[config.mk]
export PLATFORM = sky130hd
export DESIGN_NAME = key_conditioner_flat
export DESIGN_NICKNAME = d
export VERILOG_FILES = /design/src/rtl/key_conditioner_if.sv /design/src/rtl/key_conditioner.sv /design/src/flat_wrapper.sv
export SDC_FILE = /design/constraint.sdc
export NUM_CORES = 1
export LEC_CHECK = 0
export ABC_AREA = 1
export BUFFER_PORTS_ARGS = -buffer_cell sky130_fd_sc_hd__buf_4
export CORE_AREA = 2 2 126 128
export CTS_CLUSTER_SIZE = 12
export DETAILED_ROUTE_END_ITERATION = 10
export DIE_AREA = 0 0 128 130
export SLEW_MARGIN = 0
export SYNTH_ARGS = -nofsm -noshare
export SYNTH_HDL_FRONTEND = slang
export SYNTH_SLANG_ARGS = --single-unit
[constraint.sdc]
create_clock -name clk_in -period 2.7 [get_ports clk_in]
set_input_delay 0.27 -clock clk_in [delete_from_list [all_inputs] [get_ports clk_in]]
set_output_delay 0.27 -clock clk_in [all_outputs]
set_load 0.05 [all_outputs]
[src/rtl/key_conditioner_if.sv]
// Push-button bundle between the key conditioner and its user: raw active-low
// key levels in, debounced level plus press/long/repeat strobes out.
`timescale 1ns/1ps

interface key_conditioner_if #(
    parameter int N_KEYS = 3
);
    logic [N_KEYS-1:0] key_n;
    logic [N_KEYS-1:0] key_state;
    logic [N_KEYS-1:0] key_pulse;
    logic [N_KEYS-1:0] key_long;
    logic [N_KEYS-1:0] key_rep;

    modport master (
        output key_n,
        input  key_state,
        input  key_pulse,
        input  key_long,
        input  key_rep
    );

    modport slave (
        input  key_n,
        output key_state,
        output key_pulse,
        output key_long,
        output key_rep
    );
endinterface

[src/rtl/key_conditioner.sv]
// Multi-channel push-button conditioner: synchronizes, debounces on a shared
// millisecond tick, and flags accepted presses, long presses and auto-repeat.
`timescale 1ns/1ps

module key_conditioner #(
    parameter int N_KEYS   = 3,
    parameter int TICK_CYC = 25000,
    parameter int DEB_MS   = 20,
    parameter int LONG_MS  = 1000,
    parameter int REP_MS   = 200
) (
    input logic               clk_in,
    input logic               rst_in,
    key_conditioner_if.slave  bus
);
    localparam int TW = (TICK_CYC > 1) ? $clog2(TICK_CYC) : 1;
    localparam logic [TW-1:0] TICK_LAST = TW'(TICK_CYC - 1);
    localparam logic [15:0]   DEB_T     = 16'(DEB_MS);
    localparam logic [15:0]   LONG_T    = 16'(LONG_MS);
    localparam logic [15:0]   REP_T     = 16'(REP_MS);
    localparam bit            REP_EN    = (REP_MS != 0);

    typedef enum logic [2:0] {
        IDLE,
        PRESS_DEB,
        HELD,
        LONG,
        REL_DEB
    } key_fsm_t;

    logic [N_KEYS-1:0] sync1;
    logic [N_KEYS-1:0] sync2;
    logic [N_KEYS-1:0] s;
    logic [TW-1:0]     tick_cnt;
    logic              tick;

    key_fsm_t          state      [N_KEYS];
    key_fsm_t          state_nx   [N_KEYS];
    logic [15:0]       cnt        [N_KEYS];
    logic [15:0]       cnt_nx     [N_KEYS];
    logic [15:0]       cnt_inc    [N_KEYS];
    logic [N_KEYS-1:0] long_flag;
    logic [N_KEYS-1:0] long_flag_nx;
    logic [N_KEYS-1:0] state_on_nx;
    logic [N_KEYS-1:0] pulse_nx;
    logic [N_KEYS-1:0] long_nx;
    logic [N_KEYS-1:0] rep_nx;
    logic [N_KEYS-1:0] key_state_q;
    logic [N_KEYS-1:0] pulse_q;
    logic [N_KEYS-1:0] long_q;
    logic [N_KEYS-1:0] rep_q;

    // Idle-high synchronizers so a reset never looks like a press.
    always_ff @(posedge clk_in or posedge rst_in) begin
        if (rst_in) begin
            sync1 <= '1;
            sync2 <= '1;
        end else begin
            sync1 <= bus.key_n;
            sync2 <= sync1;
        end
    end

    assign s = ~sync2;

    always_ff @(posedge clk_in or posedge rst_in) begin
        if (rst_in) begin
            tick_cnt <= '0;
        end else begin
            tick_cnt <= tick ? '0 : tick_cnt + 1'b1;
        end
    end

    assign tick = (tick_cnt == TICK_LAST);

    // A level change always restarts the count, so it is tested before the tick.
    always_comb begin
        for (int i = 0; i < N_KEYS; i++) begin
            state_nx[i]     = state[i];
            cnt_nx[i]       = cnt[i];
            cnt_inc[i]      = (cnt[i] == 16'hFFFF) ? cnt[i] : cnt[i] + 16'd1;
            long_flag_nx[i] = long_flag[i];
            pulse_nx[i]     = 1'b0;
            long_nx[i]      = 1'b0;
            rep_nx[i]       = 1'b0;
            case (state[i])
                IDLE: begin
                    if (s[i]) begin
                        state_nx[i] = PRESS_DEB;
                        cnt_nx[i]   = '0;
                    end
                end
                PRESS_DEB: begin
                    if (!s[i]) begin
                        state_nx[i] = IDLE;
                        cnt_nx[i]   = '0;
                    end else if (tick) begin
                        if (cnt_inc[i] >= DEB_T) begin
                            state_nx[i]     = HELD;
                            cnt_nx[i]       = '0;
                            long_flag_nx[i] = 1'b0;
                            pulse_nx[i]     = 1'b1;
                        end else begin
                            cnt_nx[i] = cnt_inc[i];
                        end
                    end
                end
                HELD: begin
                    if (!s[i]) begin
                        state_nx[i] = REL_DEB;
                        cnt_nx[i]   = '0;
                    end else if (tick) begin
                        if (cnt_inc[i] >= LONG_T) begin
                            state_nx[i]     = LONG;
                            cnt_nx[i]       = '0;
                            long_flag_nx[i] = 1'b1;
                            long_nx[i]      = 1'b1;
                        end else begin
                            cnt_nx[i] = cnt_inc[i];
                        end
                    end
                end
                LONG: begin
                    if (!s[i]) begin
                        state_nx[i] = REL_DEB;
                        cnt_nx[i]   = '0;
                    end else if (tick) begin
                        if (REP_EN && (cnt_inc[i] >= REP_T)) begin
                            cnt_nx[i] = '0;
                            rep_nx[i] = 1'b1;
                        end else begin
                            cnt_nx[i] = cnt_inc[i];
                        end
                    end
                end
                REL_DEB: begin
                    if (s[i]) begin
                        state_nx[i] = long_flag[i] ? LONG : HELD;
                        cnt_nx[i]   = '0;
                    end else if (tick) begin
                        if (cnt_inc[i] >= DEB_T) begin
                            state_nx[i] = IDLE;
                            cnt_nx[i]   = '0;
                        end else begin
                            cnt_nx[i] = cnt_inc[i];
                        end
                    end
                end
                default: begin
                    state_nx[i] = IDLE;
                    cnt_nx[i]   = '0;
                end
            endcase
            state_on_nx[i] = (state_nx[i] == HELD) || (state_nx[i] == LONG) ||
                             (state_nx[i] == REL_DEB);
        end
    end

    always_ff @(posedge clk_in or posedge rst_in) begin
        if (rst_in) begin
            for (int i = 0; i < N_KEYS; i++) begin
                state[i] <= IDLE;
                cnt[i]   <= '0;
            end
            long_flag   <= '0;
            key_state_q <= '0;
            pulse_q     <= '0;
            long_q      <= '0;
            rep_q       <= '0;
        end else begin
            for (int i = 0; i < N_KEYS; i++) begin
                state[i] <= state_nx[i];
                cnt[i]   <= cnt_nx[i];
            end
            long_flag   <= long_flag_nx;
            key_state_q <= state_on_nx;
            pulse_q     <= pulse_nx;
            long_q      <= long_nx;
            rep_q       <= rep_nx;
        end
    end

    assign bus.key_state = key_state_q;
    assign bus.key_pulse = pulse_q;
    assign bus.key_long  = long_q;
    assign bus.key_rep   = rep_q;

endmodule

[src/flat_wrapper.sv]
// flat-port wrapper written by rule: the top's interface ports become plain ports
module key_conditioner_flat 
#(
    parameter int N_KEYS   = 3,
    parameter int TICK_CYC = 25000,
    parameter int DEB_MS   = 20,
    parameter int LONG_MS  = 1000,
    parameter int REP_MS   = 200
)
  (clk_in, rst_in, bus_key_n, bus_key_state, bus_key_pulse, bus_key_long, bus_key_rep);
  key_conditioner_if #(.N_KEYS(N_KEYS)) bus_i ();
  input logic clk_in;
  input logic rst_in;
  input wire logic [$bits(bus_i.key_n)-1:0] bus_key_n;
  output wire logic [$bits(bus_i.key_state)-1:0] bus_key_state;
  output wire logic [$bits(bus_i.key_pulse)-1:0] bus_key_pulse;
  output wire logic [$bits(bus_i.key_long)-1:0] bus_key_long;
  output wire logic [$bits(bus_i.key_rep)-1:0] bus_key_rep;
  assign bus_i.key_n = bus_key_n;
  assign bus_key_state = bus_i.key_state;
  assign bus_key_pulse = bus_i.key_pulse;
  assign bus_key_long = bus_i.key_long;
  assign bus_key_rep = bus_i.key_rep;
  key_conditioner #(.N_KEYS(N_KEYS), .TICK_CYC(TICK_CYC), .DEB_MS(DEB_MS), .LONG_MS(LONG_MS), .REP_MS(REP_MS)) u_core (.clk_in(clk_in), .rst_in(rst_in), .bus(bus_i));
endmodule
# After elaboration in Yosys (flattened, before gate mapping)
# Cells that the tools add are included.
[classes]
eq_ne = 52
magnitude_cmp = 9
n_reduce_logical = 18
n_mux = 136
bitwise = 1
add_sub_neg = 4
[op_table]
columns = ["cell", "n"]
rows = [
  ["2-to-1 mux 16 bit", 36],
  ["one-hot mux 16 bit (5 select lines)", 3],
  ["2-to-1 mux 3 bit", 33],
  ["2-to-1 mux 1 bit", 57],
  ["adder 16 x 1 -> 16 bit, second input constant", 3],
  ["equality test 16 bit, second input constant", 3],
  [">= comparator 16 x 10 -> 1 bit, second input constant", 3],
  [">= comparator 16 x 5 -> 1 bit, second input constant", 3],
  [">= comparator 16 x 8 -> 1 bit, second input constant", 3],
  ["one-hot mux 3 bit (5 select lines)", 3],
  ["inequality test 2 x 1 -> 1 bit, second input constant", 21],
  ["equality test 3 x 2 -> 1 bit, second input constant", 12],
  ["AND reduction 7 bit", 3],
  ["equality test 3 bit, second input constant", 6],
  ["inequality test 3 bit, second input constant", 6],
  ["adder 15 x 1 -> 15 bit, second input constant", 1],
  ["equality test 15 bit, second input constant", 1],
  ["2-to-1 mux 15 bit", 1],
  ["equality test 3 x 1 -> 1 bit, second input constant", 3],
  ["zero test 3 bit", 3],
  ["AND reduction 3 bit", 3],
  ["logical OR 1 bit", 6],
  ["one-hot mux 1 bit (2 select lines)", 3],
  ["nonzero test 2 bit", 3],
  ["inverter 3 bit", 1],
]
[totals]
inputBits = 5
output_inout_bits = 12
wordCells = 236
register_bits = 93

# Depth between registers and ports, before layout
# Gate-level depths: netlist of the first run.
[depth]
word_depth = 10
depth_mapped = 17
depth_no_buf = 17

# Least setup slack after synthesis of the first run
# OpenSTA, ideal clock, no wires.
[synth_path]
kind = "flip-flop to flip-flop"
start = "register u_core.cnt[1] (netlist name)"
end = "register u_core.cnt[1] (netlist name)"
t_arrival_ns = 1.982
stages_incl_launch_ff = 18
setup_ns = 0.065
period_less_slack_ns = 2.047
n_path_buf = 1
required_time_ns = 2.635
setup_slack_ns = 0.653
cell_sequence = "dfrtp_1 ha_1 nand3_2 inv_2 nand2_1 inv_2 nand2_1 buf_4 nand3_1 nor2_2 nand2_1 nor2_2 nand3_1 nand2_4 nand2_1 nand2_1 nand2_1 nand2_1"
[synth_via]
elab_chain_cells = 7
elab_cells_between_ends = 17
classes_between = "add/sub (1); order compare (3); eq/ne (1); mux (12)"
[synth_lines]
columns = ["item", "line_no", "text"]
rows = [
  ["start, declared", "key_conditioner.sv:39", "logic [15:0] cnt [N_KEYS];"],
  ["start signal, assigned by index", "key_conditioner.sv:173", "cnt[i] <= cnt_nx[i];"],
  ["adder 16 x 1 -> 16 bit or equality test 16 bit (tied branches)", "key_conditioner.sv:81", "cnt_inc[i] = (cnt[i] == 16'hFFFF) ? cnt[i] : cnt[i] + 16'd1;"],
  ["2-to-1 mux 16 bit", "key_conditioner.sv:81", ""],
  [">= comparator 16 x 5 -> 1 bit, or another cell as far along", "key_conditioner.sv:98, key_conditioner.sv:141", ""],
  ["2-to-1 mux 16 bit (on tied branches)", "-", ""],
  ["2-to-1 mux 16 bit (on tied branches)", "key_conditioner.sv:140, key_conditioner.sv:112, key_conditioner.sv:127", ""],
  ["2-to-1 mux 16 bit (on tied branches)", "-", ""],
  ["one-hot mux 16 bit (5 select lines) (*)", "key_conditioner.sv:86", "case (state[i])"],
]
# Every way passes the cells marked *; elsewhere a longest branch is shown, timed or not. The select of a mux whose other input is x is not followed.
# A chain may end at the register's enable or synchronous reset.

# Final worst setup path of the first run
[layout_path]
start = "register u_core.cnt[1] (netlist name)"
end = "register u_core.cnt[13] (netlist name)"
[layout_via]
elab_chain_cells = 7
elab_cells_between_ends = 17
classes_between = "add/sub (1); order compare (3); eq/ne (1); mux (12)"
[layout_lines]
columns = ["item", "line_no"]
rows = [
  ["adder 16 x 1 -> 16 bit or equality test 16 bit (tied branches)", "key_conditioner.sv:81"],
  ["2-to-1 mux 16 bit (*)", "key_conditioner.sv:81"],
  [">= comparator 16 x 5 -> 1 bit, or another cell as far along", "key_conditioner.sv:98, key_conditioner.sv:141"],
  ["2-to-1 mux 16 bit (on tied branches)", "-"],
  ["2-to-1 mux 16 bit (on tied branches)", "key_conditioner.sv:140, key_conditioner.sv:112, key_conditioner.sv:127"],
  ["2-to-1 mux 16 bit (on tied branches)", "-"],
  ["one-hot mux 16 bit (5 select lines) (*)", "key_conditioner.sv:86"],
]
# Marked as above.

==> impl_metrics.xml, run 1 <==
<?xml version="1.0" encoding="UTF-8"?>
<metrics>
  <group name="status">
    <metric name="run_status" unit="">completed</metric>
  </group>
  <group name="floorplanning">
    <metric name="full_die_area" unit="sq um">16600</metric>
    <metric name="chipWidth" unit="microns">128</metric>
    <metric name="core_area" unit="sq um">15400</metric>
    <metric name="floorplan.io_pins" unit="">17</metric>
    <metric name="core.rowCount" unit="">46</metric>
    <metric name="die_y" unit="microns">130</metric>
    <metric name="initial_utilization" unit="">0.439</metric>
  </group>
  <group name="worst_hold_path">
    <metric name="hold_path_class" unit="">in2reg</metric>
  </group>
  <group name="timing">
    <metric name="drv_slew" unit="">0</metric>
    <metric name="hold-worst-slack" unit="ns">0.0207</metric>
    <metric name="clock-skew-final" unit="ns">0.0103</metric>
    <metric name="timing.slew.headroom" unit="">0.572</metric>
    <metric name="rsz0062_at_grt" unit="">false</metric>
    <metric name="report.final.hold_viol_count" unit="">0</metric>
    <metric name="sum_of_negative_setup_slack" unit="ns">0</metric>
    <metric name="timing.final.setup_violations" unit="">0</metric>
    <metric name="final_critical_period" unit="ns">2.44</metric>
    <metric name="fin_ws" unit="ns">0.260</metric>
    <metric name="min_period_over_period" unit="">0.904</metric>
    <metric name="max_freq" unit="MHz">410</metric>
    <metric name="worstMarginPinSlew" unit="ns">0.640</metric>
  </group>
  <group name="placement">
    <metric name="io_buffer_count" unit="">16</metric>
    <metric name="place.gp.congestion" unit="">0.861</metric>
    <metric name="post_dp_cell_area" unit="sq um">7190</metric>
    <metric name="placement.setup.worst_slack" unit="ns">0.237</metric>
    <metric name="placed_cells_incl_taps" unit="">1251</metric>
    <metric name="dp_hpwl" unit="mm">12.5</metric>
  </group>
  <group name="finish">
    <metric name="final_core_utilization" unit="">0.486</metric>
    <metric name="instances_no_fill" unit="">1267</metric>
    <metric name="layout_commonest_cell" unit="">sky130_fd_sc_hd__nand2_1</metric>
    <metric name="antennaDiodeCount" unit="">0</metric>
    <metric name="fin_nets" unit="">1080</metric>
    <metric name="drive_gt1_frac" unit="">0.116</metric>
    <metric name="finalInstanceArea" unit="sq um">7500</metric>
    <metric name="layout-area-overhead-vs-synth" unit="%">10.7</metric>
    <metric name="layout.cells.most_common_list" unit="">344 x sky130_fd_sc_hd__nand2_1, 123 x sky130_fd_sc_hd__inv_1, 120 x sky130_fd_sc_hd__nor2_1</metric>
  </group>
  <group name="clock_network">
    <metric name="clk_root_buffer_cell" unit="">sky130_fd_sc_hd__clkbuf_16</metric>
    <metric name="insertion_delay" unit="ns">0.36</metric>
    <metric name="worst_setup_hold_path_clk_slew" unit="ns">0.07</metric>
    <metric name="tritoncts.num_buffers" unit="">9</metric>
    <metric name="number_of_buffers_between_clock_root_and_the_deepest_sink" unit="">2</metric>
    <metric name="cts_max_level" unit="">3</metric>
    <metric name="clock-sinks" unit="">93</metric>
    <metric name="clock_tree_from_tritoncts" unit="">built</metric>
  </group>
  <group name="drt">
    <metric name="num_vias" unit="">6550</metric>
    <metric name="post_drt_wl_per_cell" unit="microns">13.4</metric>
    <metric name="dr.pass1.iters" unit="">6</metric>
    <metric name="postRouteWirelength" unit="mm">16.9</metric>
    <metric name="post_drt_via_cell_ratio" unit="">5.17</metric>
    <metric name="drtIter0Drc" unit="">604</metric>
    <metric name="drc" unit="">0</metric>
    <metric name="route.antenna.remaining_nets" unit="">0</metric>
  </group>
  <group name="synth">
    <metric name="post_synth_main_area_contributors" unit="">sky130_fd_sc_hd__dfrtp_1 32%, sky130_fd_sc_hd__nand2_1 19%, sky130_fd_sc_hd__nand3_1 6.9%</metric>
    <metric name="syn_area_per_cell" unit="sq um">6.45</metric>
    <metric name="share_of_the_synthesized_area_in_the_top_cell_type" unit="">0.322</metric>
    <metric name="post_synth_instance_area" unit="sq um">6770</metric>
    <metric name="synthDominantAreaCellType" unit="">sky130_fd_sc_hd__dfrtp_1</metric>
    <metric name="yosysWarnings" unit="">0</metric>
    <metric name="synth_nets" unit="">1058</metric>
    <metric name="synthArstFlopShare" unit="">1.00</metric>
    <metric name="ys_types" unit="">46</metric>
    <metric name="netlist_instances" unit="">1049</metric>
    <metric name="synth_enable_flop_cells" unit="">0</metric>
    <metric name="synth_sequential_area_ratio" unit="">0.345</metric>
    <metric name="postSynthRegisterBits" unit="">93</metric>
    <metric name="synth_ff_type" unit="">sky130_fd_sc_hd__dfrtp_1</metric>
  </group>
  <group name="setup_path">
    <metric name="cp.required" unit="ns">2.97</metric>
    <metric name="crit_path_launch_type" unit="">flop</metric>
    <metric name="criticalPathCategory" unit="">reg2reg</metric>
    <metric name="critical_path.endpoint_type" unit="">flop</metric>
    <metric name="cp_data_arrival_time" unit="ns">2.71</metric>
    <metric name="cp_max_fo" unit="">15</metric>
  </group>
  <group name="global_routing">
    <metric name="track_usage" unit="">0.213</metric>
    <metric name="first_global_vias" unit="">6021</metric>
    <metric name="number_of_antenna_violations_at_the_first_check_in_global_routing" unit="">0</metric>
    <metric name="grt_overflow" unit="">0</metric>
    <metric name="largest_net_degree_at_the_start_of_global_routing" unit="">51</metric>
    <metric name="first_pass_grt_wire_length" unit="mm">28.9</metric>
  </group>
  <group name="power">
    <metric name="worst_ir_drop_vdd" unit="mV">0.259</metric>
    <metric name="power.sequential.fraction" unit="">0.493</metric>
    <metric name="clkPwrFrac" unit="">0.445</metric>
    <metric name="power.net_switching" unit="mW">0.719</metric>
    <metric name="cellInternalPower" unit="mW">2.17</metric>
    <metric name="areal_power_density_over_the_cells" unit="nW/um^2">385</metric>
    <metric name="power_frac_comb" unit="">0.062</metric>
    <metric name="power_leakage" unit="nW">3.91</metric>
    <metric name="totalPowerFinal" unit="mW">2.89</metric>
    <metric name="power.share.switching" unit="">0.249</metric>
  </group>
  <group name="run">
    <metric name="max_capacitance_violation_count" unit="">0</metric>
  </group>
</metrics>
==> worst max-delay path: stages (launching register included) <==
cell                      delay (ns)
sky130_fd_sc_hd__dfrtp_1        0.42
sky130_fd_sc_hd__ha_1           0.22
sky130_fd_sc_hd__nand3_2        0.10
sky130_fd_sc_hd__inv_2          0.04
sky130_fd_sc_hd__nand2_1        0.10
sky130_fd_sc_hd__inv_2          0.04
sky130_fd_sc_hd__nand2_1        0.19
sky130_fd_sc_hd__buf_4          0.24
sky130_fd_sc_hd__nand2_1        0.11
sky130_fd_sc_hd__nor2_1         0.11
sky130_fd_sc_hd__nand2_1        0.06
sky130_fd_sc_hd__nor2_2         0.15
sky130_fd_sc_hd__nand2_2        0.08
sky130_fd_sc_hd__nand2_2        0.17
sky130_fd_sc_hd__nand2_1        0.16
sky130_fd_sc_hd__o22ai_1        0.16
==> synthesized netlist by cell type, types with 3 or more instances <==
cell type,n
sky130_fd_sc_hd__nor2_1,120
sky130_fd_sc_hd__dfrtp_1,87
sky130_fd_sc_hd__a31oi_1,3
sky130_fd_sc_hd__nand2_1,344
sky130_fd_sc_hd__nand2_2,16
sky130_fd_sc_hd__ha_1,4
sky130_fd_sc_hd__xor2_1,21
sky130_fd_sc_hd__nor2_4,5
sky130_fd_sc_hd__xnor2_1,4
sky130_fd_sc_hd__nor3_1,14
sky130_fd_sc_hd__a21oi_2,3
sky130_fd_sc_hd__buf_2,10
sky130_fd_sc_hd__a21oi_1,33
sky130_fd_sc_hd__nand3_1,94
sky130_fd_sc_hd__o22ai_1,16
sky130_fd_sc_hd__dfstp_2,6
sky130_fd_sc_hd__nor2_2,12
sky130_fd_sc_hd__o21ai_1,5
sky130_fd_sc_hd__inv_1,124
sky130_fd_sc_hd__nand4_1,28
sky130_fd_sc_hd__inv_2,16
sky130_fd_sc_hd__nand4_2,3
sky130_fd_sc_hd__clkbuf_1,11
sky130_fd_sc_hd__o211ai_1,5
sky130_fd_sc_hd__o21ai_0,34
sky130_fd_sc_hd__nand3_2,4
==> state kept, by name, summed over array words and instances, names as in the netlist <==
register and flops:
u_core.bus.key_pulse 3, u_core.bus.key_long 3, u_core.bus.key_state 3, u_core.sync2 3, u_core.cnt 48, u_core.state 9, u_core.sync1 3, u_core.tick_cnt 15
u_core.long_flag 3, u_core.bus.key_rep 3
==> what timing repair did <==
item	CTS	global route
setup endpoints to repair	0	6
hold endpoints to repair	32	0
buffers inserted	0	0
resized for setup	0	2
hold buffers	1	0
==> final timing paths <==
kind	start	to	slack [ns]	depth (start not counted)
max	u_core.cnt[1]	u_core.cnt[13]	0.26	15
min	bus_key_n[1]	u_core.sync1[1]	0.02	1
max reg2reg	u_core.cnt[1]	u_core.cnt[13]	0.26	15
min reg2reg	u_core.sync1[0]	u_core.sync2[0]	0.36	0
max in group asynchronous	rst_in	u_core.sync2[1]	1.51	4
min in group asynchronous	rst_in	u_core.bus.key_long[2]	0.50	3
==> layer usage <==
layer	wire (microns)	part of all wire	vias to the layer above	track usage
li1	-	-	3404	-
met1	8240	0.49	2965	0.307
met2	7670	0.45	169	0.338
met3	844	0.050	12	0.0271
met4	190	0.011	0	0.0601
met5	0	0	-	0
==> power groups by stage <==
| stage | combinational, mW | sequential [mW] | clock, mW |
|---|---|---|---|
| floorplan | 0.119 | 1.44 | 0 |
| global placement | 0.180 | 1.45 | 0 |
| detailed placement | 0.180 | 1.45 | 0 |
| CTS | 0.181 | 1.42 | 1.32 |
| global route | 0.202 | 1.42 | 1.37 |
| finish | 0.179 | 1.42 | 1.29 |
==> cell type report <==
| cell class | count | area, sq um |
|---|---|---|
| Tap cell | 192 | 240 |
| Sequential cell | 93 | 2330 |
| Multi-Input combinational cell | 789 | 3790 |
| Timing Repair Buffer | 36 | 298 |
| Fill cell | 1588 | 7930 |
| Clock inverter | 5 | 62.6 |
| Clock buffer | 10 | 229 |
| Inverter | 142 | 541 |
==> cells by family (layout without fill, tap and decap cells) <==
family / after synthesis / after routing / synth area share
and+or+nand+nor: 651 / 651 / 0.427
buffers and inverters: 167 / 193 / 0.0965
AOI/OAI and AO/OA: 109 / 109 / 0.0924
DFF: 93 / 93 / 0.345
xor gates and xnor gates: 25 / 25 / 0.0323
adders and majority gates: 4 / 4 / 0.00739
Note: power is estimated with default switching activity, not from simulation.
==> inputs of run 2 (changes only) <==
--- a/config.mk
+++ b/config.mk
@@ -5,12 +5,13 @@
 export SDC_FILE = /design/constraint.sdc
 export NUM_CORES = 1
 export LEC_CHECK = 0
-export ABC_AREA = 1
 export BUFFER_PORTS_ARGS = -buffer_cell sky130_fd_sc_hd__buf_4
-export CORE_AREA = 2 2 126 128
+export CORE_AREA = 2 2 105 107
 export CTS_CLUSTER_SIZE = 12
 export DETAILED_ROUTE_END_ITERATION = 10
-export DIE_AREA = 0 0 128 130
+export DIE_AREA = 0 0 107 109
+export HOLD_SLACK_MARGIN = 0.06
+export PLACE_DENSITY = 0.76
 export SLEW_MARGIN = 0
 export SYNTH_ARGS = -nofsm -noshare
 export SYNTH_HDL_FRONTEND = slang
==> run 2 against run 1 <==
Against the previous run: the flow now finishes with violations (negative setup slack); synthesized cell count fell by 34%; synthesized area down 12%; critical endpoint is now u_core.cnt[8]; flip-flop and latch count unchanged; largest cell class unchanged; critical path type unchanged.
==> impl_metrics.xml, run 2 <==
<?xml version="1.0" encoding="UTF-8"?>
<metrics>
  <group name="timing">
    <metric name="timing.final.setup_violations" unit="">12</metric>
    <metric name="drv_slew" unit="">0</metric>
    <metric name="min_period_over_period" unit="">1.06</metric>
    <metric name="timing.slew.headroom" unit="">0.520</metric>
    <metric name="fin_ws" unit="ns">-0.167</metric>
    <metric name="sum_of_negative_setup_slack" unit="ns">-0.776</metric>
    <metric name="worstMarginPinSlew" unit="ns">0.721</metric>
    <metric name="final_critical_period" unit="ns">2.87</metric>
    <metric name="rsz0062_at_grt" unit="">true</metric>
    <metric name="clock-skew-final" unit="ns">0.0155</metric>
    <metric name="hold-worst-slack" unit="ns">0.359</metric>
    <metric name="max_freq" unit="MHz">349</metric>
    <metric name="report.final.hold_viol_count" unit="">0</metric>
  </group>
  <group name="drt">
    <metric name="route.antenna.remaining_nets" unit="">0</metric>
    <metric name="drtIter0Drc" unit="">422</metric>
    <metric name="dr.pass1.iters" unit="">5</metric>
    <metric name="post_drt_wl_per_cell" unit="microns">17.5</metric>
    <metric name="post_drt_via_cell_ratio" unit="">6.46</metric>
    <metric name="postRouteWirelength" unit="mm">15.8</metric>
    <metric name="drc" unit="">0</metric>
    <metric name="num_vias" unit="">5842</metric>
  </group>
  <group name="finish">
    <metric name="reg.largest.list" unit="">u_core.cnt (48), u_core.tick_cnt (15), u_core.state (9)</metric>
    <metric name="drive_gt1_frac" unit="">0.238</metric>
    <metric name="layout-area-overhead-vs-synth" unit="%">20.9</metric>
    <metric name="layout_commonest_cell" unit="">sky130_fd_sc_hd__buf_4</metric>
    <metric name="reg_area" unit="sq um">2340</metric>
    <metric name="instances_no_fill" unit="">905</metric>
    <metric name="final_core_utilization" unit="">0.676</metric>
    <metric name="fillerInstances" unit="">825</metric>
    <metric name="area_occupied_by_multi_input_gates" unit="sq um">3540</metric>
    <metric name="finalInstanceArea" unit="sq um">7170</metric>
    <metric name="layout.cells.most_common_list" unit="">92 x sky130_fd_sc_hd__buf_4, 83 x sky130_fd_sc_hd__dfrtp_1, 63 x sky130_fd_sc_hd__nand2_1</metric>
    <metric name="fin_nets" unit="">769</metric>
    <metric name="largest_register_ff_count" unit="">48</metric>
    <metric name="antennaDiodeCount" unit="">0</metric>
    <metric name="top_register" unit="">u_core.cnt</metric>
  </group>
  <group name="global_routing">
    <metric name="largest_net_degree_at_the_start_of_global_routing" unit="">57</metric>
    <metric name="number_of_antenna_violations_at_the_first_check_in_global_routing" unit="">0</metric>
    <metric name="track_usage" unit="">0.261</metric>
    <metric name="grt_overflow" unit="">0</metric>
    <metric name="first_pass_grt_wire_length" unit="mm">24.6</metric>
    <metric name="first_global_vias" unit="">5360</metric>
  </group>
  <group name="synth">
    <metric name="ys_types" unit="">77</metric>
    <metric name="synth_sequential_area_ratio" unit="">0.394</metric>
    <metric name="postSynthRegisterBits" unit="">93</metric>
    <metric name="yosysWarnings" unit="">0</metric>
    <metric name="synth_ff_type" unit="">sky130_fd_sc_hd__dfrtp_1</metric>
    <metric name="synth_nets" unit="">699</metric>
    <metric name="post_synth_instance_area" unit="sq um">5930</metric>
    <metric name="netlist_instances" unit="">690</metric>
    <metric name="share_of_the_synthesized_area_in_the_top_cell_type" unit="">0.367</metric>
    <metric name="synthDominantAreaCellType" unit="">sky130_fd_sc_hd__dfrtp_1</metric>
    <metric name="syn_area_per_cell" unit="sq um">8.59</metric>
    <metric name="synth_common_cells" unit="">87 x sky130_fd_sc_hd__dfrtp_1, 63 x sky130_fd_sc_hd__nand2_1, 53 x sky130_fd_sc_hd__nor2_1</metric>
    <metric name="post_synth_main_area_contributors" unit="">sky130_fd_sc_hd__dfrtp_1 37%, sky130_fd_sc_hd__nand2_1 4.0%, sky130_fd_sc_hd__nand3_1 3.6%</metric>
    <metric name="synth_enable_flop_cells" unit="">0</metric>
    <metric name="synthArstFlopShare" unit="">1.00</metric>
    <metric name="synth.most_common_cell" unit="">sky130_fd_sc_hd__dfrtp_1</metric>
  </group>
  <group name="setup_path">
    <metric name="criticalPathCategory" unit="">reg2reg</metric>
    <metric name="timing.critical_path.buf_inv" unit="">2</metric>
    <metric name="cp.required" unit="ns">2.95</metric>
    <metric name="critical_path.endpoint_type" unit="">flop</metric>
    <metric name="cp_max_fo" unit="">7</metric>
    <metric name="worst_path_max_delay_cell" unit="">sky130_fd_sc_hd__dfrtp_1</metric>
    <metric name="cp_data_arrival_time" unit="ns">3.11</metric>
    <metric name="crit_path_launch_type" unit="">flop</metric>
    <metric name="timing.critical_path.slowest_cell_delay" unit="ns">0.49</metric>
    <metric name="timing.critical_path.cells" unit="">nand2_1, or3_1, nor3_1, o221ai_1, o211ai_1, o22ai_2, buf_4, buf_6, o21ai_0, a22oi_1</metric>
    <metric name="critPathTopFamily" unit="">compound AO/OA/AOI/OAI gates</metric>
  </group>
  <group name="floorplanning">
    <metric name="core_area" unit="sq um">10600</metric>
    <metric name="floorplan.io_pins" unit="">17</metric>
    <metric name="initial_utilization" unit="">0.559</metric>
    <metric name="core.rowCount" unit="">38</metric>
    <metric name="full_die_area" unit="sq um">11700</metric>
    <metric name="die_y" unit="microns">109</metric>
    <metric name="chipWidth" unit="microns">107</metric>
  </group>
  <group name="placement">
    <metric name="placed_cells_incl_taps" unit="">871</metric>
    <metric name="io_buffer_count" unit="">16</metric>
    <metric name="dp_hpwl" unit="mm">10.6</metric>
    <metric name="post_dp_cell_area" unit="sq um">6590</metric>
    <metric name="place.gp.congestion" unit="">0.950</metric>
    <metric name="placement.setup.worst_slack" unit="ns">-0.120</metric>
  </group>
  <group name="power">
    <metric name="totalPowerFinal" unit="mW">2.50</metric>
    <metric name="areal_power_density_over_the_cells" unit="nW/um^2">348</metric>
    <metric name="power_leakage" unit="nW">2.94</metric>
    <metric name="worst_ir_drop_vdd" unit="mV">0.295</metric>
  </group>
  <group name="clock_network">
    <metric name="clk_root_buffer_cell" unit="">sky130_fd_sc_hd__clkbuf_8</metric>
    <metric name="clock-sinks" unit="">93</metric>
    <metric name="worst_setup_hold_path_clk_slew" unit="ns">0.10</metric>
    <metric name="cts_max_level" unit="">3</metric>
    <metric name="number_of_buffers_between_clock_root_and_the_deepest_sink" unit="">2</metric>
    <metric name="clock_tree_from_tritoncts" unit="">built</metric>
    <metric name="tritoncts.num_buffers" unit="">9</metric>
    <metric name="insertion_delay" unit="ns">0.36</metric>
  </group>
  <group name="worst_hold_path">
    <metric name="hold_path_class" unit="">reg2reg</metric>
  </group>
  <group name="run">
    <metric name="max_capacitance_violation_count" unit="">0</metric>
  </group>
  <group name="status">
    <metric name="failed_checks" unit="">negative setup slack</metric>
    <metric name="run_status" unit="">finished, violations left</metric>
  </group>
</metrics>
## run 2: cell types whose count changed after synthesis, sizes merged, moves of 9 or more
cell,previous run,this run
inv,141,23
nand3,99,45
nor2,139,53
nor4,2,17
and3,0,11
and2,0,23
xor2,21,12
clkbuf,11,28
nand2,362,63
## run 2: layout make-up
type / count / area share
multi-input combinational: 529 / 0.494
tap: 140 / 0.0244
clock inverter: 4 / 0.00436
clock buffer: 12 / 0.0216
timing repair buffer: 104 / 0.117
sequential: 93 / 0.326
inverter: 23 / 0.0124
## run 2: routing by layer
layer / part of all wire / track usage
met5: 0 / 0
met4: 0.027 / 0.0928
met3: 0.063 / 0.0454
met2: 0.48 / 0.429
met1: 0.43 / 0.349
## run 2: power breakdown
| group | switching [mW] | internal [mW] | total [mW] |
|---|---|---|---|
| clock | 0.517 | 0.390 | 0.906 |
| sequential | 0.0160 | 1.40 | 1.42 |
| combinational | 0.111 | 0.0585 | 0.169 |
## run 2: path summary, 6_finish.rpt
path	to	cells past startpoint	start	slack (ns)
setup / recovery	u_core.cnt[8]	10	u_core.cnt[9]	-0.17
hold / removal	u_core.sync2[2]	0	u_core.sync1[2]	0.36
setup reg to reg	u_core.cnt[8]	10	u_core.cnt[9]	-0.17
hold reg to reg	u_core.sync2[2]	0	u_core.sync1[2]	0.36
max in group asynchronous	u_core.sync1[1]	4	rst_in	1.45
min in group asynchronous	u_core.bus.key_long[1]	3	rst_in	0.59
## run 2: what timing repair did
item                       CTS  global route
buffers inserted             1            12
pin swaps                    3            18
resized for setup           11            49
cloned                       0             1
hold buffers                 4             0
setup endpoints to repair   14            49
hold endpoints to repair    31             0
## run 2: cell families after synthesis
kind of cell / share of synthesized area
simple gates: 0.278
compound gates: 0.231
flops: 0.394
buf+inv: 0.0475
xor+xnor: 0.0296
mux: 0.0122
fa+ha+maj: 0.00845
==> inputs of run 3 (changes only) <==
--- a/config.mk
+++ b/config.mk
@@ -11,7 +11,7 @@
 export DETAILED_ROUTE_END_ITERATION = 10
 export DIE_AREA = 0 0 107 109
 export HOLD_SLACK_MARGIN = 0.06
-export PLACE_DENSITY = 0.76
+export PLACE_DENSITY = 0.83
 export SLEW_MARGIN = 0
 export SYNTH_ARGS = -nofsm -noshare
 export SYNTH_HDL_FRONTEND = slang
==> run 3 against run 2 <==
Against the previous run: the flow still finishes with violations (negative setup slack); clock skew fell by 0.0035 ns; sequential power about the same; flip-flop and latch count stayed put; critical path type unchanged; critical endpoint unchanged; largest cell class unchanged.
==> impl_metrics.xml, run 3 (synthesized netlist as in run 2, its figures left out) <==
<?xml version="1.0" encoding="UTF-8"?>
<metrics>
  <group name="status">
    <metric name="run_status" unit="">finished, violations left</metric>
    <metric name="failed_checks" unit="">negative setup slack</metric>
  </group>
  <group name="global_routing">
    <metric name="grt_overflow" unit="">0</metric>
    <metric name="number_of_antenna_violations_at_the_first_check_in_global_routing" unit="">0</metric>
    <metric name="track_usage" unit="">0.265</metric>
    <metric name="first_global_vias" unit="">5331</metric>
    <metric name="first_pass_grt_wire_length" unit="mm">24.8</metric>
    <metric name="largest_net_degree_at_the_start_of_global_routing" unit="">65</metric>
  </group>
  <group name="clock_network">
    <metric name="clock-sinks" unit="">93</metric>
    <metric name="clock_tree_from_tritoncts" unit="">built</metric>
    <metric name="worst_setup_hold_path_clk_slew" unit="ns">0.10</metric>
    <metric name="clk_root_buffer_cell" unit="">sky130_fd_sc_hd__clkbuf_8</metric>
    <metric name="insertion_delay" unit="ns">0.38</metric>
    <metric name="cts_max_level" unit="">3</metric>
    <metric name="number_of_buffers_between_clock_root_and_the_deepest_sink" unit="">2</metric>
    <metric name="tritoncts.num_buffers" unit="">9</metric>
  </group>
  <group name="finish">
    <metric name="antennaDiodeCount" unit="">0</metric>
    <metric name="layout_commonest_cell" unit="">sky130_fd_sc_hd__buf_4</metric>
    <metric name="layout-area-overhead-vs-synth" unit="%">21.7</metric>
    <metric name="final_core_utilization" unit="">0.680</metric>
    <metric name="top_register" unit="">u_core.cnt</metric>
    <metric name="reg.largest.list" unit="">u_core.cnt (48), u_core.tick_cnt (15), u_core.state (9)</metric>
    <metric name="drive_gt1_frac" unit="">0.242</metric>
    <metric name="layout.cells.most_common_list" unit="">103 x sky130_fd_sc_hd__buf_4, 85 x sky130_fd_sc_hd__dfrtp_1, 62 x sky130_fd_sc_hd__nand2_1</metric>
    <metric name="largest_register_ff_count" unit="">48</metric>
    <metric name="fin_nets" unit="">778</metric>
  </group>
  <group name="drt">
    <metric name="drc" unit="">0</metric>
    <metric name="post_drt_via_cell_ratio" unit="">6.40</metric>
    <metric name="postRouteWirelength" unit="mm">15.9</metric>
    <metric name="drtIter0Drc" unit="">396</metric>
    <metric name="dr.pass1.iters" unit="">5</metric>
    <metric name="num_vias" unit="">5851</metric>
    <metric name="route.antenna.remaining_nets" unit="">0</metric>
    <metric name="post_drt_wl_per_cell" unit="microns">17.4</metric>
  </group>
  <group name="timing">
    <metric name="timing.slew.headroom" unit="">0.636</metric>
    <metric name="clock-skew-final" unit="ns">0.0121</metric>
    <metric name="rsz0062_at_grt" unit="">true</metric>
    <metric name="final_critical_period" unit="ns">2.85</metric>
    <metric name="drv_slew" unit="">0</metric>
    <metric name="report.final.hold_viol_count" unit="">0</metric>
    <metric name="min_period_over_period" unit="">1.05</metric>
    <metric name="sum_of_negative_setup_slack" unit="ns">-0.419</metric>
    <metric name="max_freq" unit="MHz">351</metric>
    <metric name="hold-worst-slack" unit="ns">0.362</metric>
    <metric name="fin_ws" unit="ns">-0.147</metric>
    <metric name="worstMarginPinSlew" unit="ns">0.546</metric>
    <metric name="timing.final.setup_violations" unit="">11</metric>
  </group>
  <group name="power">
    <metric name="totalPowerFinal" unit="mW">2.50</metric>
    <metric name="areal_power_density_over_the_cells" unit="nW/um^2">347</metric>
    <metric name="power.sequential.fraction" unit="">0.567</metric>
    <metric name="power_frac_comb" unit="">0.064</metric>
    <metric name="power.net_switching" unit="mW">0.674</metric>
    <metric name="cellInternalPower" unit="mW">1.83</metric>
    <metric name="power_leakage" unit="nW">3.01</metric>
    <metric name="clkPwrFrac" unit="">0.368</metric>
    <metric name="worst_ir_drop_vdd" unit="mV">0.330</metric>
    <metric name="power.share.switching" unit="">0.269</metric>
  </group>
  <group name="setup_path">
    <metric name="critical_path.endpoint_type" unit="">flop</metric>
    <metric name="crit_path_launch_type" unit="">flop</metric>
    <metric name="cp.required" unit="ns">2.99</metric>
    <metric name="r2r-end" unit="">u_core.cnt[8]</metric>
    <metric name="crit_end" unit="">u_core.cnt[8]</metric>
    <metric name="cp_max_fo" unit="">15</metric>
    <metric name="worstRegToRegCells" unit="">10</metric>
    <metric name="criticalPathCategory" unit="">reg2reg</metric>
    <metric name="crit-reg2reg-launch" unit="">u_core.cnt[4]</metric>
    <metric name="cp_data_arrival_time" unit="ns">3.13</metric>
    <metric name="critical_path.startpoint" unit="">u_core.cnt[4]</metric>
    <metric name="setup.reg_to_reg.worst_slack" unit="ns">-0.15</metric>
  </group>
  <group name="floorplanning">
    <metric name="full_die_area" unit="sq um">11700</metric>
    <metric name="core_area" unit="sq um">10600</metric>
    <metric name="die_y" unit="microns">109</metric>
    <metric name="floorplan.io_pins" unit="">17</metric>
    <metric name="core.rowCount" unit="">38</metric>
    <metric name="chipWidth" unit="microns">107</metric>
    <metric name="initial_utilization" unit="">0.559</metric>
  </group>
  <group name="worst_hold_path">
    <metric name="whs_path_depth" unit="">0</metric>
    <metric name="hold_path_class" unit="">reg2reg</metric>
  </group>
  <group name="run">
    <metric name="max_capacitance_violation_count" unit="">0</metric>
  </group>
  <group name="placement">
    <metric name="place.gp.congestion" unit="">0.995</metric>
    <metric name="io_buffer_count" unit="">16</metric>
    <metric name="placement.setup.worst_slack" unit="ns">-0.0395</metric>
    <metric name="dp_hpwl" unit="mm">10.9</metric>
  </group>
</metrics>
-- run 3: how the worst min path moves through the flow --
| stage | from | to | slack [ns] |
|---|---|---|---|
| floorplan | bus_key_n[0] | u_core.sync1[0] | 0.27 |
| global placement | rst_in | u_core.bus.key_state[0] | 0.34 |
| detailed placement | rst_in | u_core.bus.key_long[0] | 0.34 |
| CTS | u_core.sync1[0] | u_core.sync2[0] | 0.36 |
| global route | u_core.sync1[1] | u_core.sync2[1] | 0.37 |
| finish | u_core.sync1[0] | u_core.sync2[0] | 0.36 |
-- run 3: layout make-up --
type	count	area [sq um]
clock buffer	11	141
clock inverter	5	42.5
fill	800	3390
inverter	23	87.6
multi-input combinational	529	3520
sequential	93	2340
tap	140	175
timing repair buffer	113	907
-- run 3: repair_timing --
item	in CTS	in global routing
hold buffers	4	0
hold endpoints to repair	32	0
resized for setup	5	47
buffers inserted	0	11
setup endpoints to repair	8	53
pin swaps	2	11
-- run 3: metal layers --
layer  wire (microns)  share of wire  GRT usage
met1             6720           0.42      0.342
met2             7830           0.49      0.451
met3             1010          0.063     0.0412
met4              358          0.022      0.100
met5                0              0          0
-- run 3: through the flow --
step	instances	instance area, sq um
3_5_place_dp	883	6700
3_3_place_gp	883	6700
5_1_grt	914	7210
6_report	914	7210
2_1_floorplan	690	5940
4_1_cts	903	6950
-- run 3: power by group through the flow --
| stage | clock, mW | combinational, mW | sequential (mW) |
|---|---|---|---|
| 5_1_grt | 0.980 | 0.178 | 1.42 |
| 3_5_place_dp | 0 | 0.152 | 1.45 |
| 2_1_floorplan | 0 | 0.103 | 1.43 |
| 6_report | 0.922 | 0.161 | 1.42 |
| 4_1_cts | 0.930 | 0.157 | 1.42 |
| 3_3_place_gp | 0 | 0.148 | 1.45 |
-- run 3: critical path, cell delays in order (launching register included) --
cell and delay [ns]:
sky130_fd_sc_hd__dfrtp_1 0.42, sky130_fd_sc_hd__nand4_1 0.29, sky130_fd_sc_hd__nor4_4 0.39, sky130_fd_sc_hd__mux2_4 0.34
sky130_fd_sc_hd__nor4_4 0.30, sky130_fd_sc_hd__buf_4 0.18, sky130_fd_sc_hd__o211ai_1 0.11, sky130_fd_sc_hd__o22ai_2 0.18
sky130_fd_sc_hd__buf_12 0.18, sky130_fd_sc_hd__o21ai_0 0.10, sky130_fd_sc_hd__a22oi_1 0.25
